### config.mk
export PLATFORM = sky130hd
export DESIGN_NAME = cpu_control_fsm
export DESIGN_NICKNAME = d
export VERILOG_FILES = /design/src/rtl/cpu_control_fsm.sv
export SDC_FILE = /design/constraint.sdc
export NUM_CORES = 1
export LEC_CHECK = 0
export CAP_MARGIN = 10
export CORE_ASPECT_RATIO = 1.2
export CORE_UTILIZATION = 39
export DETAILED_ROUTE_END_ITERATION = 8
export GPL_TIMING_DRIVEN = 0
export PLACE_DENSITY = 0.8
export SYNTH_ARGS = -nofsm -noshare
export SYNTH_HDL_FRONTEND = slang
export SYNTH_SLANG_ARGS = --single-unit
### constraint.sdc
create_clock -name clk -period 2.3 [get_ports clk]
set_input_delay 0.345 -clock clk [delete_from_list [all_inputs] [get_ports clk]]
set_output_delay 0.345 -clock clk [all_outputs]
set_load 0.02 [all_outputs]
### src/rtl/cpu_control_fsm.sv
// Multi-cycle CPU control unit: single-cycle decode in FETCH, ld/st sequenced through MEM_WAIT.
// Optional macro CPU_CTRL_CALL_EN adds callr/call (link pc+2 into R7).
module cpu_control_fsm #(
  parameter int OPCODE_W = 5,
  parameter int MEM_LAT  = 1,
  parameter int WBSRC_W  = 3
) (
  input  logic                clk,
  input  logic                reset,
  input  logic [OPCODE_W-1:0] opcode,
  input  logic                mem_ready,
  output logic                ALUOp,
  output logic                RegWrite,
  output logic                MemWrite,
  output logic                ALUSrc,
  output logic                RegDst,
  output logic [WBSRC_W-1:0]  WBSrc,
  output logic                PCSrc,
  output logic                BrSrc,
  output logic                ExtSel,
  output logic                NZ,
  output logic                BSrc,
  output logic                mem_sel,
  output logic                pc_enable,
  output logic                fetch,
  output logic [1:0]          BrCond,
  output logic                busy,
  output logic                illegal,
  output logic [2:0]          state_o
);

  typedef enum logic [2:0] {
    S_IDLE     = 3'd0,
    S_FETCH    = 3'd1,
    S_MEM_WAIT = 3'd2,
    S_LOAD     = 3'd3,
    S_STORE    = 3'd4
  } state_t;

  state_t     state, state_nxt;
  logic [2:0] cnt, cnt_nxt;
  logic       pend_st, pend_st_nxt;
  logic [4:0] op5;
  logic       upper_nz;

  assign op5 = opcode[4:0];

  generate
    if (OPCODE_W > 5) begin : g_upper
      assign upper_nz = |opcode[OPCODE_W-1:5];
    end else begin : g_no_upper
      assign upper_nz = 1'b0;
    end
  endgenerate

  // Combinational instruction decode, only applied to the outputs while in FETCH.
  logic       d_alu_op, d_reg_write, d_mem_write, d_alu_src, d_reg_dst;
  logic [2:0] d_wb;
  logic       d_pc_src, d_br_src, d_ext_sel, d_nz, d_b_src, d_mem_sel, d_pc_en;
  logic [1:0] d_br_cond;
  logic       d_busy, d_illegal, d_is_ld, d_is_st;

  always_comb begin
    d_alu_op    = 1'b0;
    d_reg_write = 1'b0;
    d_mem_write = 1'b0;
    d_alu_src   = 1'b0;
    d_reg_dst   = 1'b0;
    d_wb        = 3'b001;
    d_pc_src    = 1'b1;
    d_br_src    = 1'b0;
    d_ext_sel   = 1'b0;
    d_nz        = 1'b0;
    d_b_src     = 1'b0;
    d_mem_sel   = 1'b0;
    d_pc_en     = 1'b0;
    d_br_cond   = 2'b00;
    d_busy      = 1'b0;
    d_illegal   = 1'b0;
    d_is_ld     = 1'b0;
    d_is_st     = 1'b0;
    if (upper_nz) begin
      d_illegal = 1'b1;
    end else begin
      case (op5)
        5'b00000: begin d_reg_write = 1'b1; d_wb = 3'b011; end
        5'b00001: begin d_reg_write = 1'b1; d_nz = 1'b1; end
        5'b00010: begin d_reg_write = 1'b1; d_alu_op = 1'b1; d_nz = 1'b1; end
        5'b00011: begin d_alu_op = 1'b1; d_nz = 1'b1; end
        5'b10000: begin d_reg_write = 1'b1; d_wb = 3'b100; d_b_src = 1'b1; end
        5'b10001: begin d_reg_write = 1'b1; d_alu_src = 1'b1; d_nz = 1'b1; end
        5'b10010: begin d_reg_write = 1'b1; d_alu_src = 1'b1; d_alu_op = 1'b1; d_nz = 1'b1; end
        5'b10011: begin d_alu_src = 1'b1; d_alu_op = 1'b1; d_nz = 1'b1; end
        5'b10110: begin d_reg_write = 1'b1; d_wb = 3'b101; d_b_src = 1'b1; end
        5'b00100: begin d_mem_sel = 1'b1; d_busy = 1'b1; d_is_ld = 1'b1; end
        5'b00101: begin
          d_mem_sel   = 1'b1;
          d_mem_write = 1'b1;
          d_busy      = 1'b1;
          d_is_st     = 1'b1;
        end
        5'b01000, 5'b01001, 5'b01010, 5'b11000, 5'b11001, 5'b11010: begin
          d_pc_src  = 1'b0;
          d_pc_en   = 1'b1;
          d_ext_sel = 1'b1;
          d_br_src  = op5[4];
          d_br_cond = op5[1:0];
        end
`ifdef CPU_CTRL_CALL_EN
        5'b01100, 5'b11100: begin
          d_pc_src    = 1'b0;
          d_pc_en     = 1'b1;
          d_ext_sel   = 1'b1;
          d_br_src    = op5[4];
          d_br_cond   = op5[1:0];
          d_reg_write = 1'b1;
          d_reg_dst   = 1'b1;
          d_wb        = 3'b010;
        end
`endif
        default: d_illegal = 1'b1;
      endcase
    end
  end

  always_ff @(posedge clk or negedge reset) begin
    if (!reset) begin
      state   <= S_IDLE;
      cnt     <= 3'd0;
      pend_st <= 1'b0;
    end else begin
      state   <= state_nxt;
      cnt     <= cnt_nxt;
      pend_st <= pend_st_nxt;
    end
  end

  // mem_ready acts as the memory's "done" strobe: it is only looked at once the wait counter has drained.
  always_comb begin
    state_nxt   = state;
    cnt_nxt     = cnt;
    pend_st_nxt = pend_st;
    case (state)
      S_IDLE:  state_nxt = S_FETCH;
      S_FETCH: begin
        if (d_is_ld || d_is_st) begin
          state_nxt   = S_MEM_WAIT;
          cnt_nxt     = 3'(MEM_LAT - 1);
          pend_st_nxt = d_is_st;
        end
      end
      S_MEM_WAIT: begin
        if (cnt != 3'd0) begin
          cnt_nxt = cnt - 3'd1;
        end else if (mem_ready) begin
          state_nxt = pend_st ? S_STORE : S_LOAD;
        end
      end
      S_LOAD:  state_nxt = S_FETCH;
      S_STORE: state_nxt = S_FETCH;
      default: state_nxt = S_IDLE;
    endcase
  end

  logic [2:0] wb3;

  always_comb begin
    ALUOp     = 1'b0;
    RegWrite  = 1'b0;
    MemWrite  = 1'b0;
    ALUSrc    = 1'b0;
    RegDst    = 1'b0;
    wb3       = 3'b001;
    PCSrc     = 1'b1;
    BrSrc     = 1'b0;
    ExtSel    = 1'b0;
    NZ        = 1'b0;
    BSrc      = 1'b0;
    mem_sel   = 1'b0;
    pc_enable = 1'b0;
    fetch     = 1'b0;
    BrCond    = 2'b00;
    busy      = 1'b0;
    illegal   = 1'b0;
    case (state)
      S_FETCH: begin
        ALUOp     = d_alu_op;
        RegWrite  = d_reg_write;
        MemWrite  = d_mem_write;
        ALUSrc    = d_alu_src;
        RegDst    = d_reg_dst;
        wb3       = d_wb;
        PCSrc     = d_pc_src;
        BrSrc     = d_br_src;
        ExtSel    = d_ext_sel;
        NZ        = d_nz;
        BSrc      = d_b_src;
        mem_sel   = d_mem_sel;
        pc_enable = d_pc_en;
        fetch     = 1'b1;
        BrCond    = d_br_cond;
        busy      = d_busy;
        illegal   = d_illegal;
      end
      S_MEM_WAIT: begin
        mem_sel = 1'b1;
        busy    = 1'b1;
      end
      S_LOAD: begin
        RegWrite = 1'b1;
        wb3      = 3'b000;
        busy     = 1'b1;
        fetch    = 1'b1;
      end
      default: ;
    endcase
  end

  assign WBSrc   = WBSRC_W'(wb3);
  assign state_o = state;

endmodule

==> impl_metrics.yaml, run 1 <==
run_status:
  outcome: "finished, final reports clean"
power_and_ir_drop:
  p_int_mw: 0.3477
  combPwrFrac: 0.525
  clockPowerShare: 0.196
  ir_drop_mv: 0.2833
  p_per_area_nw_per_um2: 570.0
  p_switching_mw: 0.2072
  p_leak_nw: 0.5359
  p_seq_frac: 0.279
  swShare: 0.3733
logic_synthesis:
  ys_seq_area_frac: 0.2806
  synthCells: 78
  synthMostInstantiatedCell: "nand2_1"
  synthTopCellsByCount: "nand2_1, dfrtp_1, nor2_1"
  synth_edf_count: 0
  synth_area_per_cell_um2: 8.004
  syn-num-nets: 88
  synth_area_um2: 624.3
  synth_area_leaders: "dfrtp_1, nand2_1, and3_1, ha_1, nor4_1"
  synth_ff_type: "dfrtp_1"
  ys_seq_elements: 7
  synthArstFlopShare: 1.000
  ys_types: 33
  synth_area_leader_cell: "dfrtp_1"
  yosysTopAreaCellShare: 0.2806
  yosysWarnings: 0
drt:
  wl_um: 1533
  first_pass_iters: 3
  wl_per_cell_um: 11.70
  ant_nets: 0
  num_vias: 672
  viasPerCell: 5.130
  drt_iter0_markers: 9
  drc: 0
worst_setup_path:
  max_stage_delay_ns: 0.60
  required_ns: 1.96
  critical_path.slowest_cell: "clkdlybuf4s50_1"
  path_class: "register to output pin"
  path_cells: "buf_4, nor3b_4, buf_4, and3_1, clkdlybuf4s50_1"
  path_max_fanout: 8
  cp.arrival_ns: 1.88
  reg2reg_slack_ns: 0.59
  cp-end-kind: "output pin"
  crit_top_cell: "buf_4"
  startpoint_type: "register"
die:
  die_area_um2: 1766
  fp.dieH_um: 45.83
  row_count: 15
  die_w_um: 38.53
  start_util: 0.4265
  core_um2: 1464
  ios: 31
grt:
  track_usage: 0.1935
  grt_pass1_wl_um: 2470
  overflow: 0
  grt_max_degree: 11
  antenna_found_initial: 0
  grt_pass1_vias: 628
place:
  port_buffers: 26
  place_congestion: 0.6844
  dp_hpwl_um: 1086
  placedCellCount: 121
clock_tree:
  cts.reportedPaths.clkPinSlew_ns: 0.05
  cts_inserted_buffers: 3
  h-tree-depth: 1
  clockRootBuffer: "clkbuf_4"
  tritoncts: "yes"
  worstSkewPairLatency_ns: 0.25
  cts_sinks: 7
  clk_path_buf_depth: 2
  ctsHoldBuffers: 0
final_layout:
  final_nets: 125
  syn_to_final_growth_pct: 55.91
  final_cells: 131
  drive_above_1_share: 0.2105
  num_antenna_cells: 0
sta:
  grt_setup_unrepaired: "false"
  fin_worst_skew_ns: 0.0003943
  max_freq_mhz: 450.2
  period_needed_ns: 2.221
  setup_viol: 0
  finalHoldViolations: 0
  timing.hold.ws_ns: 0.3541
  slew_viol_final: 0
  period_share: 0.9659
hold_path:
  hold_class: "input pin to async pin"
job:
  max-cap-violations: 0
-- power groups by stage --
stage / registers [mW] / logic [mW] / clock network (mW)
6_report: 0.155 / 0.291 / 0.109
5_1_grt: 0.157 / 0.315 / 0.124
4_1_cts: 0.154 / 0.286 / 0.116
3_5_place_dp: 0.155 / 0.263 / 0
3_3_place_gp: 0.155 / 0.260 / 0
2_1_floorplan: 0.160 / 0.149 / 0
-- worst paths after layout --
| kind | endpoint | cells past startpoint | from |
|---|---|---|---|
| max | ALUOp | 5 | state_o[1]$_DFFE_PN0P_ |
| min in group clk | pend_st$_DFFE_PN0P_ | 1 | pend_st$_DFFE_PN0P_ |
| max reg2reg | cnt[1]$_DFFE_PN0P_ | 7 | cnt[0]$_DFFE_PN0P_ |
| min reg2reg | pend_st$_DFFE_PN0P_ | 1 | pend_st$_DFFE_PN0P_ |
| min | pend_st$_DFFE_PN0P_ | 1 | reset |
| max in group asynchronous | state_o[0]$_DFFE_PN0P_ | 1 | reset |
-- worst max-delay path: cells and delay by family (launching register included) --
family / cells / cell delay, ns
buffers and inverters: 3 / 0.91
DFF: 1 / 0.37
and+or+nand+nor: 2 / 0.35
-- stage by stage --
stage | instance area, um2 | setup TNS (ns) | power (mW) | util | worst slack [ns]
floorplan | 624.3 | 0 | 0.3093 | - | 0.2237
global placement | 905.9 | -1.141 | 0.4151 | 0.6188 | -0.2660
detailed placement | 905.9 | -1.291 | 0.4182 | 0.6188 | -0.2990
CTS | 954.7 | 0 | 0.5561 | 0.6521 | 0.01053
global route | 973.4 | 0 | 0.5961 | 0.6650 | 0.01117
finish | 973.4 | 0 | 0.5549 | 0.6650 | 0.07852
-- cells in the final DEF (no fill, tap or decap), drive strengths merged, types with 3 or more instances in the layout --
cell type	instances
nand2	12
and3	4
clkdlybuf4s50	9
clkbuf	6
nor2	6
nor3b	3
dlymetal6s2s	3
o21ai	4
buf	13
dlygate4sd2	12
nor4	4
inv	5
dfrtp	7
-- layer usage --
metal / wire, um / track usage / part of all wire
met1: 603 / 0.2024 / 0.39
met2: 809 / 0.3633 / 0.53
met3: 92 / 0.02451 / 0.060
met4: 27 / 0.09655 / 0.018
met5: 0 / 0 / 0
-- final cells by class --
class                   instances  area [um2]
repair buffers                 32       292.8
flip-flops and latches          7       175.2
fillers                       137       490.5
inverters                       5       18.77
clock buffers                   4       26.28
well taps                      17       21.27
multi-input cells              58       390.4
plain buffers                   8       48.80
-- sequential cells by signal (all words and copies together) (netlist names) --
register and count:
cnt 3, pend_st 1, state_o 3
-- kinds of logic after synthesis --
family                   Yosys count  synth area share
AND/OR/NAND/NOR                   40            0.4028
AO/OA/AOI/OAI                     14            0.1523
buffers and inverters             13            0.1042
flip-flops                         7            0.2806
adder cells (fa/ha/maj)            2           0.04007
XOR/XNOR                           1           0.01403
other                              1          0.006006
-- timing repair --
| action | CTS | global route |
|---|---|---|
| hold endpoints to repair | 0 | 0 |
| setup endpoints to repair | 17 | 5 |
| pin swaps | 2 | 1 |
| resized for setup | 15 | 8 |
| buffers inserted | 5 | 1 |
(Power assumes the default switching activity.)
==> inputs of run 2 (changes only) <==
Settings changed: GPL_TIMING_DRIVEN 0 to 1.
==> impl_metrics.yaml, run 2 (synthesized netlist as in run 1, its figures left out) <==
worst_setup_path:
  path_max_fanout: 4
  cp.arrival_ns: 1.86
  max_stage_delay_ns: 0.51
  cp-end-kind: "output pin"
  r2r-end: "cnt[2]$_DFFE_PN0P_"
  required_ns: 1.96
  path_class: "input pin to output pin"
  rr_startpoint: "cnt[0]$_DFFE_PN0P_"
  startpoint_type: "input pin"
  critical_path.slowest_cell: "clkdlybuf4s50_1"
  reg2reg_slack_ns: 0.59
  r2r_cells: 6
  path_cells: "clkdlybuf4s50_1, nor4b_4, buf_4, and3_1, dlygate4sd2_1"
sta:
  setup-tns-final_ns: 0
  period_share: 0.9609
  setup_viol: 0
  setup_slack_ns: 0.09004
  timing.hold.ws_ns: 0.3516
  slew_viol_final: 0
  grt_setup_unrepaired: "false"
  period_needed_ns: 2.210
  finalHoldViolations: 0
  max_freq_mhz: 452.5
  fin_worst_skew_ns: 0.002201
drt:
  num_vias: 721
  ant_nets: 0
  wl_um: 1733
  first_pass_iters: 4
  drt_iter0_markers: 8
  drc: 0
  wl_per_cell_um: 12.56
  viasPerCell: 5.225
clock_tree:
  ctsHoldBuffers: 0
  clockRootBuffer: "clkbuf_4"
  h-tree-depth: 1
  tritoncts: "yes"
  worstSkewPairLatency_ns: 0.25
  cts.reportedPaths.clkPinSlew_ns: 0.05
  clk_path_buf_depth: 2
  cts_sinks: 7
  cts_inserted_buffers: 3
power_and_ir_drop:
  p_per_area_nw_per_um2: 540.3
  p_total_mw: 0.5611
  p_leak_nw: 0.5652
  ir_drop_mv: 0.2696
die:
  ios: 31
  row_count: 15
  core_um2: 1464
  start_util: 0.4265
  die_area_um2: 1766
  die_w_um: 38.53
  fp.dieH_um: 45.83
place:
  port_buffers: 29
  dp_hpwl_um: 1363
  place_congestion: 0.6995
  placedCellCount: 130
  place_ws_ns: -0.2001
  place_area_um2: 994.7
final_layout:
  stdcell_area_um2: 1039
  final_cells: 138
  final_nets: 132
  final_common_cell: "buf_4"
  drive_above_1_share: 0.2231
  num_antenna_cells: 0
  postLayoutCoreUtil: 0.7094
  syn_to_final_growth_pct: 66.33
  mostFrequentLayoutCells: "buf_4, dlygate4sd2_1, nand2_1"
grt:
  grt_max_degree: 9
  track_usage: 0.2270
  grt_pass1_wl_um: 2842
  antenna_found_initial: 0
  grt_pass1_vias: 725
  overflow: 0
hold_path:
  hold_class: "input pin to async pin"
run_status:
  outcome: "finished, final reports clean"
job:
  max-cap-violations: 0
-- run 2: power by group --
| group | leakage, nW | switching (mW) | internal (mW) |
|---|---|---|---|
| clock | 0.0150 | 0.0451 | 0.0662 |
| sequential | 0.0921 | 0.0120 | 0.137 |
| combinational | 0.458 | 0.153 | 0.147 |
-- run 2: metal layers --
metal | track usage | routed length [um] | vias up | share of wire
met3 | 0.01961 | 99 | 2 | 0.057
met4 | 0.1034 | 22 | 0 | 0.013
met1 | 0.2169 | 604 | 338 | 0.35
met2 | 0.4600 | 1006 | 29 | 0.58
li1 | - | - | 352 | -
met5 | 0 | 0 | - | 0
-- run 2: how the worst max path moves through the flow --
stage                     cells past startpoint  slack [ns]        end              startpoint
after floorplan                               4        0.22       BSrc  state_o[1]$_DFFE_PN0P_
after global placement                        5       -0.18  BrCond[1]               opcode[3]
after detailed placement                      5       -0.20  BrCond[1]               opcode[3]
after CTS                                     5        0.01   WBSrc[0]               opcode[0]
after global routing                          5        0.03   MemWrite               opcode[4]
final                                         5        0.09   MemWrite               opcode[4]
-- run 2: critical path: cells and delay by family --
kind | cells | cell delay [ns]
buffers and inverters | 3 | 1.01
and+or+nand+nor | 2 | 0.50
-- run 2: layout make-up --
| type | count | area [um2] |
|---|---|---|
| Clock buffer | 4 | 26.28 |
| Fill cell | 131 | 425.4 |
| Inverter | 5 | 18.77 |
| Multi-Input combinational cell | 58 | 384.1 |
| Sequential cell | 7 | 175.2 |
| Tap cell | 17 | 21.27 |
| Timing Repair Buffer | 47 | 412.9 |
-- run 2: timing repair --
action | CTS | global route
endpoints found under the setup margin | 17 | 3
resized for setup | 16 | 3
cloned | 0 | 0
pin swaps | 2 | 0
setup buffers | 4 | 0
==> inputs of run 3 (changes only) <==
Settings changed: CORE_ASPECT_RATIO 1.2 to unset, CORE_UTILIZATION 39 to 41, CTS_BUF_LIST set to sky130_fd_sc_hd__clkbuf_4, PLACE_DENSITY 0.8 to 0.84.
==> impl_metrics.yaml, run 3 (synthesized netlist as in run 1, its figures left out) <==
clock_tree:
  cts_sinks: 7
  cts_resized: 17
  clockRootBuffer: "clkbuf_4"
  h-tree-depth: 1
  clk_path_buf_depth: 2
  cts.reportedPaths.clkPinSlew_ns: 0.05
  ctsHoldBuffers: 0
  tritoncts: "yes"
  cts_inserted_buffers: 3
  postCtsSetupBuffers: 0
  worstSkewPairLatency_ns: 0.24
sta:
  max_freq_mhz: 448.6
  setup_slack_ns: 0.07084
  period_share: 0.9692
  finalHoldViolations: 0
  setup_viol: 0
  slew_viol_final: 0
  fin_worst_skew_ns: 0.002585
  setup-tns-final_ns: 0
  grt_setup_unrepaired: "false"
  timing.hold.ws_ns: 0.3630
  period_needed_ns: 2.229
die:
  ios: 31
  row_count: 13
  core_um2: 1366
  start_util: 0.4570
  die_area_um2: 1683
  fp.dieH_um: 41.03
  die_w_um: 41.03
worst_setup_path:
  startpoint_type: "input pin"
  path_class: "input pin to output pin"
  cp.arrival_ns: 1.88
  required_ns: 1.96
  cp-end-kind: "output pin"
  path_max_fanout: 4
grt:
  track_usage: 0.1971
  antenna_found_initial: 0
  overflow: 0
  grt_max_degree: 9
  grt_pass1_vias: 564
  grt_pass1_wl_um: 2214
power_and_ir_drop:
  p_per_area_nw_per_um2: 550.0
  swShare: 0.3657
  p_seq_frac: 0.268
  combPwrFrac: 0.511
  p_switching_mw: 0.2013
  clockPowerShare: 0.220
  ir_drop_mv: 0.3110
  p_total_mw: 0.5505
  p_int_mw: 0.3491
  p_leak_nw: 0.5533
drt:
  ant_nets: 0
  drt_iter0_markers: 14
  viasPerCell: 5.198
  wl_um: 1611
  drc: 0
  met1Wirelength_um: 676
  wl_met2_um: 833
  first_pass_iters: 4
  num_vias: 681
  wl_met3_um: 94
  wl_per_cell_um: 12.30
  top_layer: "met4"
run_status:
  outcome: "finished, final reports clean"
hold_path:
  hold_class: "input pin to async pin"
final_layout:
  final_nets: 127
  syn_to_final_growth_pct: 60.32
  num_antenna_cells: 0
  drive_above_1_share: 0.1983
  postLayoutCoreUtil: 0.7326
  final_common_cell: "dlygate4sd2_1"
  final_cells: 131
  mostFrequentLayoutCells: "dlygate4sd2_1, buf_4, nand2_1"
  fill_cells: 123
  stdcell_area_um2: 1001
place:
  port_buffers: 29
  placedCellCount: 127
  place_congestion: 0.7229
  place_ws_ns: -0.2009
  dp_hpwl_um: 1343
  place_area_um2: 984.7
job:
  max-cap-violations: 0
==> run 3: area by class of cell <==
class | count | area (um2) | area share
well taps | 15 | 18.77 | 0.01875
clock buffers | 4 | 30.03 | 0.03000
inverters | 5 | 18.77 | 0.01875
repair buffers | 42 | 374.1 | 0.3738
flip-flops and latches | 7 | 175.2 | 0.1750
multi-input cells | 58 | 384.1 | 0.3837
==> run 3: final timing paths <==
| kind | startpoint | end | slack [ns] | depth (start not counted) |
|---|---|---|---|---|
| min | reset | cnt[2]$_DFFE_PN0P_ | 0.36 | 1 |
| min in group clk | pend_st$_DFFE_PN0P_ | pend_st$_DFFE_PN0P_ | 0.52 | 1 |
| max reg2reg | cnt[0]$_DFFE_PN0P_ | cnt[1]$_DFFE_PN0P_ | 0.58 | 6 |
| min reg2reg | pend_st$_DFFE_PN0P_ | pend_st$_DFFE_PN0P_ | 0.52 | 1 |
| max in group asynchronous | reset | cnt[0]$_DFFE_PN0P_ | 1.69 | 1 |
| max | opcode[2] | ALUOp | 0.07 | 5 |
==> run 3: power by group through the flow <==
stage	sequential [mW]	combinational [mW]	clock, mW
after global placement	0.149	0.299	0
after CTS	0.148	0.285	0.123
after detailed placement	0.150	0.300	0
after floorplan	0.160	0.149	0
final	0.148	0.282	0.121
after global routing	0.149	0.303	0.131
==> run 3: critical path, stage by stage <==
cell and delay [ns]:
clkdlybuf4s50_1 0.47, buf_4 0.16, nor2_1 0.14, and3_1 0.18, clkdlybuf4s50_1 0.60
==> run 3: per-layer routing <==
layer | vias to the layer above | global-route usage
li1 | 343 | -
met1 | 310 | 0.2072
met2 | 26 | 0.3984
met3 | 2 | 0.02174
met4 | 0 | 0.05000
met5 | - | 0
